`src/rtl/i2c_reg_bridge.sv`:
```
// Register-file bridge behind an I2C byte-level slave: pointer-addressed RW config
// registers committed atomically on STOP, plus a read-only status bank snapshotted per read.
module i2c_reg_bridge #(
  parameter int unsigned NREG    = 16,
  parameter int unsigned RO_BASE = 12
) (
  input  logic                            clk,
  input  logic                            rst,
  input  logic                            scl,
  input  logic                            sda_i,
  input  logic [7:0]                      rx_data,
  input  logic                            rx_ena,
  input  logic                            bus_ready,
  output logic [7:0]                      tx_data,
  input  logic                            tx_rdreq,
  output logic [RO_BASE*8-1:0]            cfg_out,
  input  logic [(NREG-RO_BASE)*8-1:0]     status_in,
  output logic                            cfg_update,
  output logic                            wr_stb,
  output logic [$clog2(NREG)-1:0]         wr_addr,
  output logic                            busy
);

  localparam int unsigned AW    = $clog2(NREG);
  localparam int unsigned AW1   = AW + 1;
  localparam int unsigned NSTAT = NREG - RO_BASE;
  localparam int unsigned CW    = RO_BASE * 8;
  localparam int unsigned SW    = NSTAT * 8;
  localparam logic [AW:0] RO_LIM = AW1'(RO_BASE);

  typedef enum logic [2:0] {
    S_IDLE,
    S_DEV,
    S_PTR,
    S_WR,
    S_RD
  } state_e;

  state_e state_q, state_d;

  logic scl_s1_q, scl_s2_q;
  logic sda_s1_q, sda_s2_q, sda_dly_q;

  logic [AW-1:0] ptr_q;
  logic [CW-1:0] stage_q;
  logic [SW-1:0] snap_q;
  logic [CW-1:0] cfg_out_q;
  logic [7:0]    tx_data_q;
  logic          cfg_update_q;
  logic          wr_stb_q;
  logic [AW-1:0] wr_addr_q;
  logic          busy_q;
  logic          dirty_q;

  logic       start_c, stop_c;
  logic       ptr_rw_c;
  logic       ptr_ld_c, ptr_inc_c, stage_we_c, snap_ld_c, commit_c;
  logic [7:0] rd_byte_c;

  // Two-flop synchronizers; sda gets an extra delay stage for edge detection.
  always_ff @(posedge clk or posedge rst) begin
    if (rst) begin
      scl_s1_q  <= 1'b1;
      scl_s2_q  <= 1'b1;
      sda_s1_q  <= 1'b1;
      sda_s2_q  <= 1'b1;
      sda_dly_q <= 1'b1;
    end else begin
      scl_s1_q  <= scl;
      scl_s2_q  <= scl_s1_q;
      sda_s1_q  <= sda_i;
      sda_s2_q  <= sda_s1_q;
      sda_dly_q <= sda_s2_q;
    end
  end

  assign start_c  = scl_s2_q & sda_dly_q & ~sda_s2_q;
  assign stop_c   = scl_s2_q & ~sda_dly_q & sda_s2_q;
  assign ptr_rw_c = ({1'b0, ptr_q} < RO_LIM);

  always_ff @(posedge clk or posedge rst) begin
    if (rst) begin
      state_q <= S_IDLE;
    end else begin
      state_q <= state_d;
    end
  end

  // Bus conditions win over byte strobes; a concurrent byte is dropped.
  always_comb begin
    state_d    = state_q;
    ptr_ld_c   = 1'b0;
    ptr_inc_c  = 1'b0;
    stage_we_c = 1'b0;
    snap_ld_c  = 1'b0;
    commit_c   = 1'b0;
    if (start_c) begin
      state_d = S_DEV;
    end else if (stop_c) begin
      state_d  = S_IDLE;
      commit_c = dirty_q;
    end else if (bus_ready && (state_q != S_IDLE)) begin
      state_d = S_IDLE;
    end else begin
      case (state_q)
        S_DEV: begin
          if (rx_ena) begin
            if (rx_data[0]) begin
              state_d   = S_RD;
              snap_ld_c = 1'b1;
            end else begin
              state_d = S_PTR;
            end
          end
        end
        S_PTR: begin
          if (rx_ena) begin
            ptr_ld_c = 1'b1;
            state_d  = S_WR;
          end
        end
        S_WR: begin
          if (rx_ena) begin
            stage_we_c = ptr_rw_c;
            ptr_inc_c  = 1'b1;
          end
        end
        S_RD: begin
          if (tx_rdreq && !rx_ena) begin
            ptr_inc_c = 1'b1;
          end
        end
        default: begin
          state_d = S_IDLE;
        end
      endcase
    end
  end

  // Read mux: RW indices come from the staging bank, RO indices from the snapshot.
  always_comb begin
    rd_byte_c = 8'h00;
    for (int unsigned i = 0; i < RO_BASE; i++) begin
      if (ptr_q == AW'(i)) rd_byte_c = stage_q[8*i +: 8];
    end
    for (int unsigned j = 0; j < NSTAT; j++) begin
      if (ptr_q == AW'(RO_BASE + j)) rd_byte_c = snap_q[8*j +: 8];
    end
  end

  always_ff @(posedge clk or posedge rst) begin
    if (rst) begin
      ptr_q        <= '0;
      stage_q      <= '0;
      snap_q       <= '0;
      cfg_out_q    <= '0;
      tx_data_q    <= 8'h00;
      cfg_update_q <= 1'b0;
      wr_stb_q     <= 1'b0;
      wr_addr_q    <= '0;
      busy_q       <= 1'b0;
      dirty_q      <= 1'b0;
    end else begin
      cfg_update_q <= commit_c;
      wr_stb_q     <= stage_we_c;
      busy_q       <= (state_d != S_IDLE);
      tx_data_q    <= rd_byte_c;
      if (commit_c) begin
        cfg_out_q <= stage_q;
        dirty_q   <= 1'b0;
      end
      if (stage_we_c) begin
        for (int unsigned i = 0; i < RO_BASE; i++) begin
          if (ptr_q == AW'(i)) stage_q[8*i +: 8] <= rx_data;
        end
        wr_addr_q <= ptr_q;
        dirty_q   <= 1'b1;
      end
      if (snap_ld_c) begin
        snap_q <= status_in;
      end
      if (ptr_ld_c) begin
        ptr_q <= rx_data[AW-1:0];
      end else if (ptr_inc_c) begin
        ptr_q <= ptr_q + AW'(1);
      end
    end
  end

  assign tx_data    = tx_data_q;
  assign cfg_out    = cfg_out_q;
  assign cfg_update = cfg_update_q;
  assign wr_stb     = wr_stb_q;
  assign wr_addr    = wr_addr_q;
  assign busy       = busy_q;

endmodule

```
`config.mk`:
```
export PLATFORM = sky130hd
export DESIGN_NAME = i2c_reg_bridge
export DESIGN_NICKNAME = d
export VERILOG_FILES = /design/src/rtl/i2c_reg_bridge.sv
export SDC_FILE = /design/constraint.sdc
export NUM_CORES = 1
export LEC_CHECK = 0
export CAP_MARGIN = 20
export CORE_ASPECT_RATIO = 1.5
export CORE_MARGIN = 4
export CORE_UTILIZATION = 40
export DETAILED_ROUTE_END_ITERATION = 8
export GPL_TIMING_DRIVEN = 0
export HOLD_SLACK_MARGIN = 0.06
export PLACE_DENSITY_LB_ADDON = 0.2
export SYNTH_ARGS = -nofsm -noshare
export SYNTH_HDL_FRONTEND = slang
export SYNTH_SLANG_ARGS = --single-unit
```
`constraint.sdc`:
```
create_clock -name clk -period 23 [get_ports clk]
set_input_delay 4.6 -clock clk [delete_from_list [all_inputs] [get_ports clk]]
set_output_delay 4.6 -clock clk [all_outputs]
set_load 0.005 [all_outputs]
```
## Word-level counts from Yosys, hierarchy flattened

Cells that the tools add are included.

| word-level totals | value |
|---|---|
| input bits | 47 |
| bits in registers | 252 |
| word-level logic and storage cells | 125 |

| operators by class | value |
|---|---|
| $add $sub $neg | 1 |
| reductions and logical operators | 21 |
| magnitude comparators | 1 |
| bitwise operators | 6 |
| equality and inequality tests | 19 |
| mux-type cells | 50 |

Operators by type and width:

| operator | number |
|---|---|
| two-way mux 8 bit | 16 |
| equality test 4 bit, second input constant | 8 |
| two-way mux 1 bit | 24 |
| AND reduction 2 bit | 12 |
| two-way mux 3 bit | 6 |
| equality test 4 x 3 -> 1 bit, second input constant | 4 |
| case mux 3 bit (3 select lines) | 1 |
| equality test 4 x 2 -> 1 bit, second input constant | 2 |
| two-way mux 4 bit | 2 |
| equality test 3 x 2 -> 1 bit, second input constant | 2 |
| nonzero test 3 bit | 2 |
| adder 4 x 1 -> 4 bit, second input constant | 1 |
| bitwise AND 1 bit | 4 |
| equality test 4 x 1 -> 1 bit, second input constant | 1 |
| logical NOT 4 bit | 1 |
| < comparator 4 bit, second input constant | 1 |
| nonzero test 2 bit | 2 |
| equality test 3 x 1 -> 1 bit, second input constant | 1 |
| equality test 3 bit, second input constant | 1 |
| logical AND 1 bit | 2 |
| inverter 1 bit | 2 |
| case mux 1 bit (2 select lines) | 1 |
| OR reduction 2 bit | 1 |
| logical NOT 1 bit | 1 |

## Logic depth before layout (Yosys ltp)

| logic depth | value |
|---|---|
| word-level depth | 17 |
| mapped depth | 10 |
| mapped depth without buffers | 7 |

## Worst setup path before layout

OpenSTA, ideal clock, no wires.

| timing | value |
|---|---|
| path kind | input to register |
| start point | in rx_ena |
| end point | reg stage_q[49] |
| required time | 22.872 ns |
| library setup time | 0.128 ns |
| path buffers | 2 |
| arrival time | 5.852 ns |
| path slack | 17.021 ns |
| cell stages on the path | 7 |
| cell sequence | nor2b_1 -> and2_1 -> and4_1 -> buf_6 -> buf_8 -> nand3_4 -> mux2_1 |

| on the way | value |
|---|---|
| cells in the longest elaborated chain, start to end | 6 |

RTL lines:

| what | line | source |
|---|---|---|
| from (decl) | 12 | `input logic rx_ena,` |
| two-way mux 1 bit | 123 | `if (rx_ena) begin` |
| two-way mux 1 bit | 105 | `case (state_q)` |
| two-way mux 1 bit | 102 | `end else if (bus_ready && (state_q != S_IDLE)) begin` |
| two-way mux 1 bit | 99 | `end else if (stop_c) begin` |
| two-way mux 1 bit | 97 | `if (start_c) begin` |
| via stage_we_c | 57 | `logic ptr_ld_c, ptr_inc_c, stage_we_c, snap_ld_c, commit_c;` |
| AND reduction 2 bit (no line) | - |  |
| to (signal, indexed assignment) | 174 | `if (ptr_q == AW'(i)) stage_q[8*i +: 8] <= rx_data;` |
| to (decl) | 45 | `logic [CW-1:0] stage_q;` |

The timed path passes the listed nets, and every way through them passes these cells.
A chain may end at the register's enable or synchronous reset.

## Final worst setup path

| timing | value |
|---|---|
| start point | in rx_data[0] |
| end point | reg busy_q, in the netlist busy |

| on the way | value |
|---|---|
| cells in the longest elaborated chain, start to end | 7 |

RTL lines:

| what | line | source |
|---|---|---|
| from (decl) | 11 | `input logic [7:0] rx_data,` |
| two-way mux 3 bit | 108 | `if (rx_data[0]) begin` |
| two-way mux 3 bit | 107 | `if (rx_ena) begin` |
| case mux 3 bit (3 select lines) | 105 |  |
| two-way mux 3 bit | 102 |  |
| two-way mux 3 bit | 99 |  |
| two-way mux 3 bit | 97 |  |
| via state_d[1] | 39 | `state_e state_q, state_d;` |
| nonzero test 3 bit | 166 | `busy_q <= (state_d != S_IDLE);` |
| to (signal assigned) | 166 |  |
| to (decl) | 52 | `logic busy_q;` |

The timed path passes the listed nets, and every way through them passes these cells.

==> qor.yml <==
status: "finished clean"
cp_slowest_cell: "clkbuf_1"
wl_mm: 31.9
hold_slack_ns: 0.355
clock_skew_ns: 0.0102
rsz0062_at_grt: "false"
vias: 7856
root_buffer: "clkbuf_16"
cts_buffer_depth: 3
yosysTopAreaCell: "dfrtp_1"
final_util: 0.509
area_growth_pct: 25.6
die_w_microns: 143
fin_area_sq_um: 13800
critPathLaunchType: "input port"
post-route-period-util: 0.280
placedCellCount: 1379
cts_sinks: 252
synth_area_leaders: "dfrtp_1, mux2_2, nand2_1"
grt_pass1_wl_mm: 48.5
synth_area_per_cell_sq_um: 12.5
period_needed_ns: 6.43
worstHoldPathCells: 0
worstRegToRegCells: 8
cts.repair.resized: 0
setup_viol: 0
synth_seq_cells: 252
grt_pass1_vias: 8161
initial_utilization: 0.405
gp_congestion: 0.926
max_cap_violations: 0
drcViolationCount: 0
synth_cell_type_count: 54
yosysWarningCount: 0
grt_antenna_before_repair: 0
vdd_drop_max_uv: 62.0
crit_type: "input port to flop"
cts_tree: "built"
hold_viol_final: 0
min_to: "sda_s2_q$_DFF_PP1_"
p_leak_nw: 6.27
wl_per_cell_microns: 22.5
core-area_sq_um: 27100
numPortBuffers: 157
synth.most_common_cell: "dfrtp_1"
hold_buffers: 0
r2r_start: "ptr_q[0]$_DFFE_PP0P_"
placed_area_sq_um: 13000
clk_latency_ns: 0.53
netlist_area_sq_um: 11000
layout.nets: 1114
worst-path-max-fanout: 10
critPathArrivalTime_ns: 6.84
io_pins: 158
final_max_slew_viol_count: 0
synth_edf_count: 0
synth_top_area_frac: 0.563
min_path_type: "flop to flop"
synthFlopType: "dfrtp_1"
p_seq_frac: 0.454
std_cell_rows: 74
diodes: 0
crit_required_ns: 23.40
clk_pin_slew_worst_paths_ns: 0.06
gr-usage-all-layers: 0.212
slowest_delay_ns: 0.59
syn_inst: 877
drive_gt1_frac: 0.247
ant_nets: 0
drt_iter0_markers: 542
vias_per_cell: 5.54
max_freq_ghz: 0.155
grt_max_degree: 128
netlist_top_cells_count: "dfrtp_1, mux2_2, nand2_1, o21ai_0, clkbuf_1"
slew_headroom: 0.365
layout.cells.non_filler: 1418
first_pass_iters: 5
final.fill_count: 2466
die-area_sq_um: 30200
cts-htree-levels: 1
tightest_slew_ns: 0.952
synth_seq_area_share: 0.575
cts_made_buffers: 24
cts_setup_buffers: 0
intPower_mw: 0.769
hold_start: "sda_s1_q$_DFF_PP1_"
hpwl_mm: 23.6
end_kind: "flop"
overflow: 0
p_sw_mw: 0.297
pwr-share-comb: 0.175
synth.net_count: 928
clkPwrFrac: 0.371
path_cells: "clkdlybuf4s50_1 -> clkbuf_1 -> inv_1 -> a31oi_1 -> nor3_1 -> or3_1"
power_per_cell_area_nw_per_um2: 77.3
setup-tns-final_ns: 0
swShare: 0.279
ys_async_sr_fraction: 1.00
reg2reg_setup_slack_ns: 20.03
r2r-end: "tx_data[4]$_DFF_PP0_"
fp.dieH_microns: 211
-- cell families after synthesis --
family,Yosys count,synth area share
DFF,252,0.575
AOI/OAI and AO/OA,173,0.105
xor gates and xnor gates,1,0.000798
buffers and inverters,102,0.0383
adders and majority gates,4,0.00456
and+or+nand+nor,146,0.0727
muxes,199,0.204
-- how the worst max path moves through the flow --
stage,cells after the start,startpoint,end,slack (ns)
after floorplan,1,rst,busy$_DFF_PP0_,11.48
after global placement,2,rst,cfg_out[94]$_DFFE_PP0P_,8.20
after detailed placement,6,rx_data[0],busy$_DFF_PP0_,16.04
final,6,rx_data[0],busy$_DFF_PP0_,16.57
after CTS,6,rx_data[0],busy$_DFF_PP0_,16.57
after global routing,6,rx_data[0],busy$_DFF_PP0_,16.52
-- worst max-delay path, delay by kind of cell --
| family | cells | cell delay, ns |
|---|---|---|
| buffers and inverters | 3 | 1.50 |
| and+or+nand+nor | 2 | 0.46 |
| AOI/OAI and AO/OA | 1 | 0.28 |
-- metrics by stage --
step / power, mW / setup WS, ns
final: 1.07 / 16.57
after global routing: 1.11 / 16.52
after CTS: 1.08 / 16.57
after detailed placement: 0.679 / 16.04
after global placement: 0.675 / 8.20
after floorplan: 0.598 / 11.48
-- placed cells by master, fill, tap and decap left out, drive strengths merged, types with 18 or more instances in the layout --
cell           Yosys  final
dfrtp            247    247
mux2             194    194
clkdlybuf4s50      0    157
clkbuf            46     76
nand2             71     71
o21ai             51     51
a21oi             44     44
inv               40     41
a221oi            22     22
buf               16     18
-- power groups by stage --
stage,sequential (mW),combinational [mW],clock [mW]
4_1_cts,0.485,0.186,0.406
3_5_place_dp,0.493,0.186,0
5_1_grt,0.487,0.202,0.421
2_1_floorplan,0.489,0.109,0
6_report,0.484,0.186,0.395
3_3_place_gp,0.493,0.183,0
-- state kept, by name (all words and copies together), names as in the netlist, 3 cells and up --
| name | flops |
|---|---|
| cfg_out | 96 |
| stage_q | 96 |
| snap_q | 32 |
| tx_data | 8 |
| ptr_q | 4 |
| wr_addr | 4 |
| state_q | 3 |
-- final cells by class --
| cell class | instances | area, sq um | share of cell area |
|---|---|---|---|
| Inverter | 40 | 158 | 0.0114 |
| Timing Repair Buffer | 160 | 1610 | 0.117 |
| Tap cell | 342 | 428 | 0.0310 |
| Buffer | 62 | 270 | 0.0196 |
| Clock inverter | 9 | 101 | 0.00735 |
| Sequential cell | 252 | 6310 | 0.458 |
| Multi-Input combinational cell | 523 | 4250 | 0.308 |
| Clock buffer | 30 | 664 | 0.0482 |
-- metal layers --
| metal | routed length, microns | share of wire | track usage | vias to the layer above |
|---|---|---|---|---|
| met3 | 1800 | 0.056 | 0.0276 | 71 |
| met2 | 16500 | 0.52 | 0.372 | 262 |
| met5 | 0 | 0 | 0 | - |
| li1 | - | - | - | 3528 |
| met4 | 1460 | 0.046 | 0.0984 | 0 |
| met1 | 12100 | 0.38 | 0.257 | 3995 |
Power figures use the tool's default switching activity.
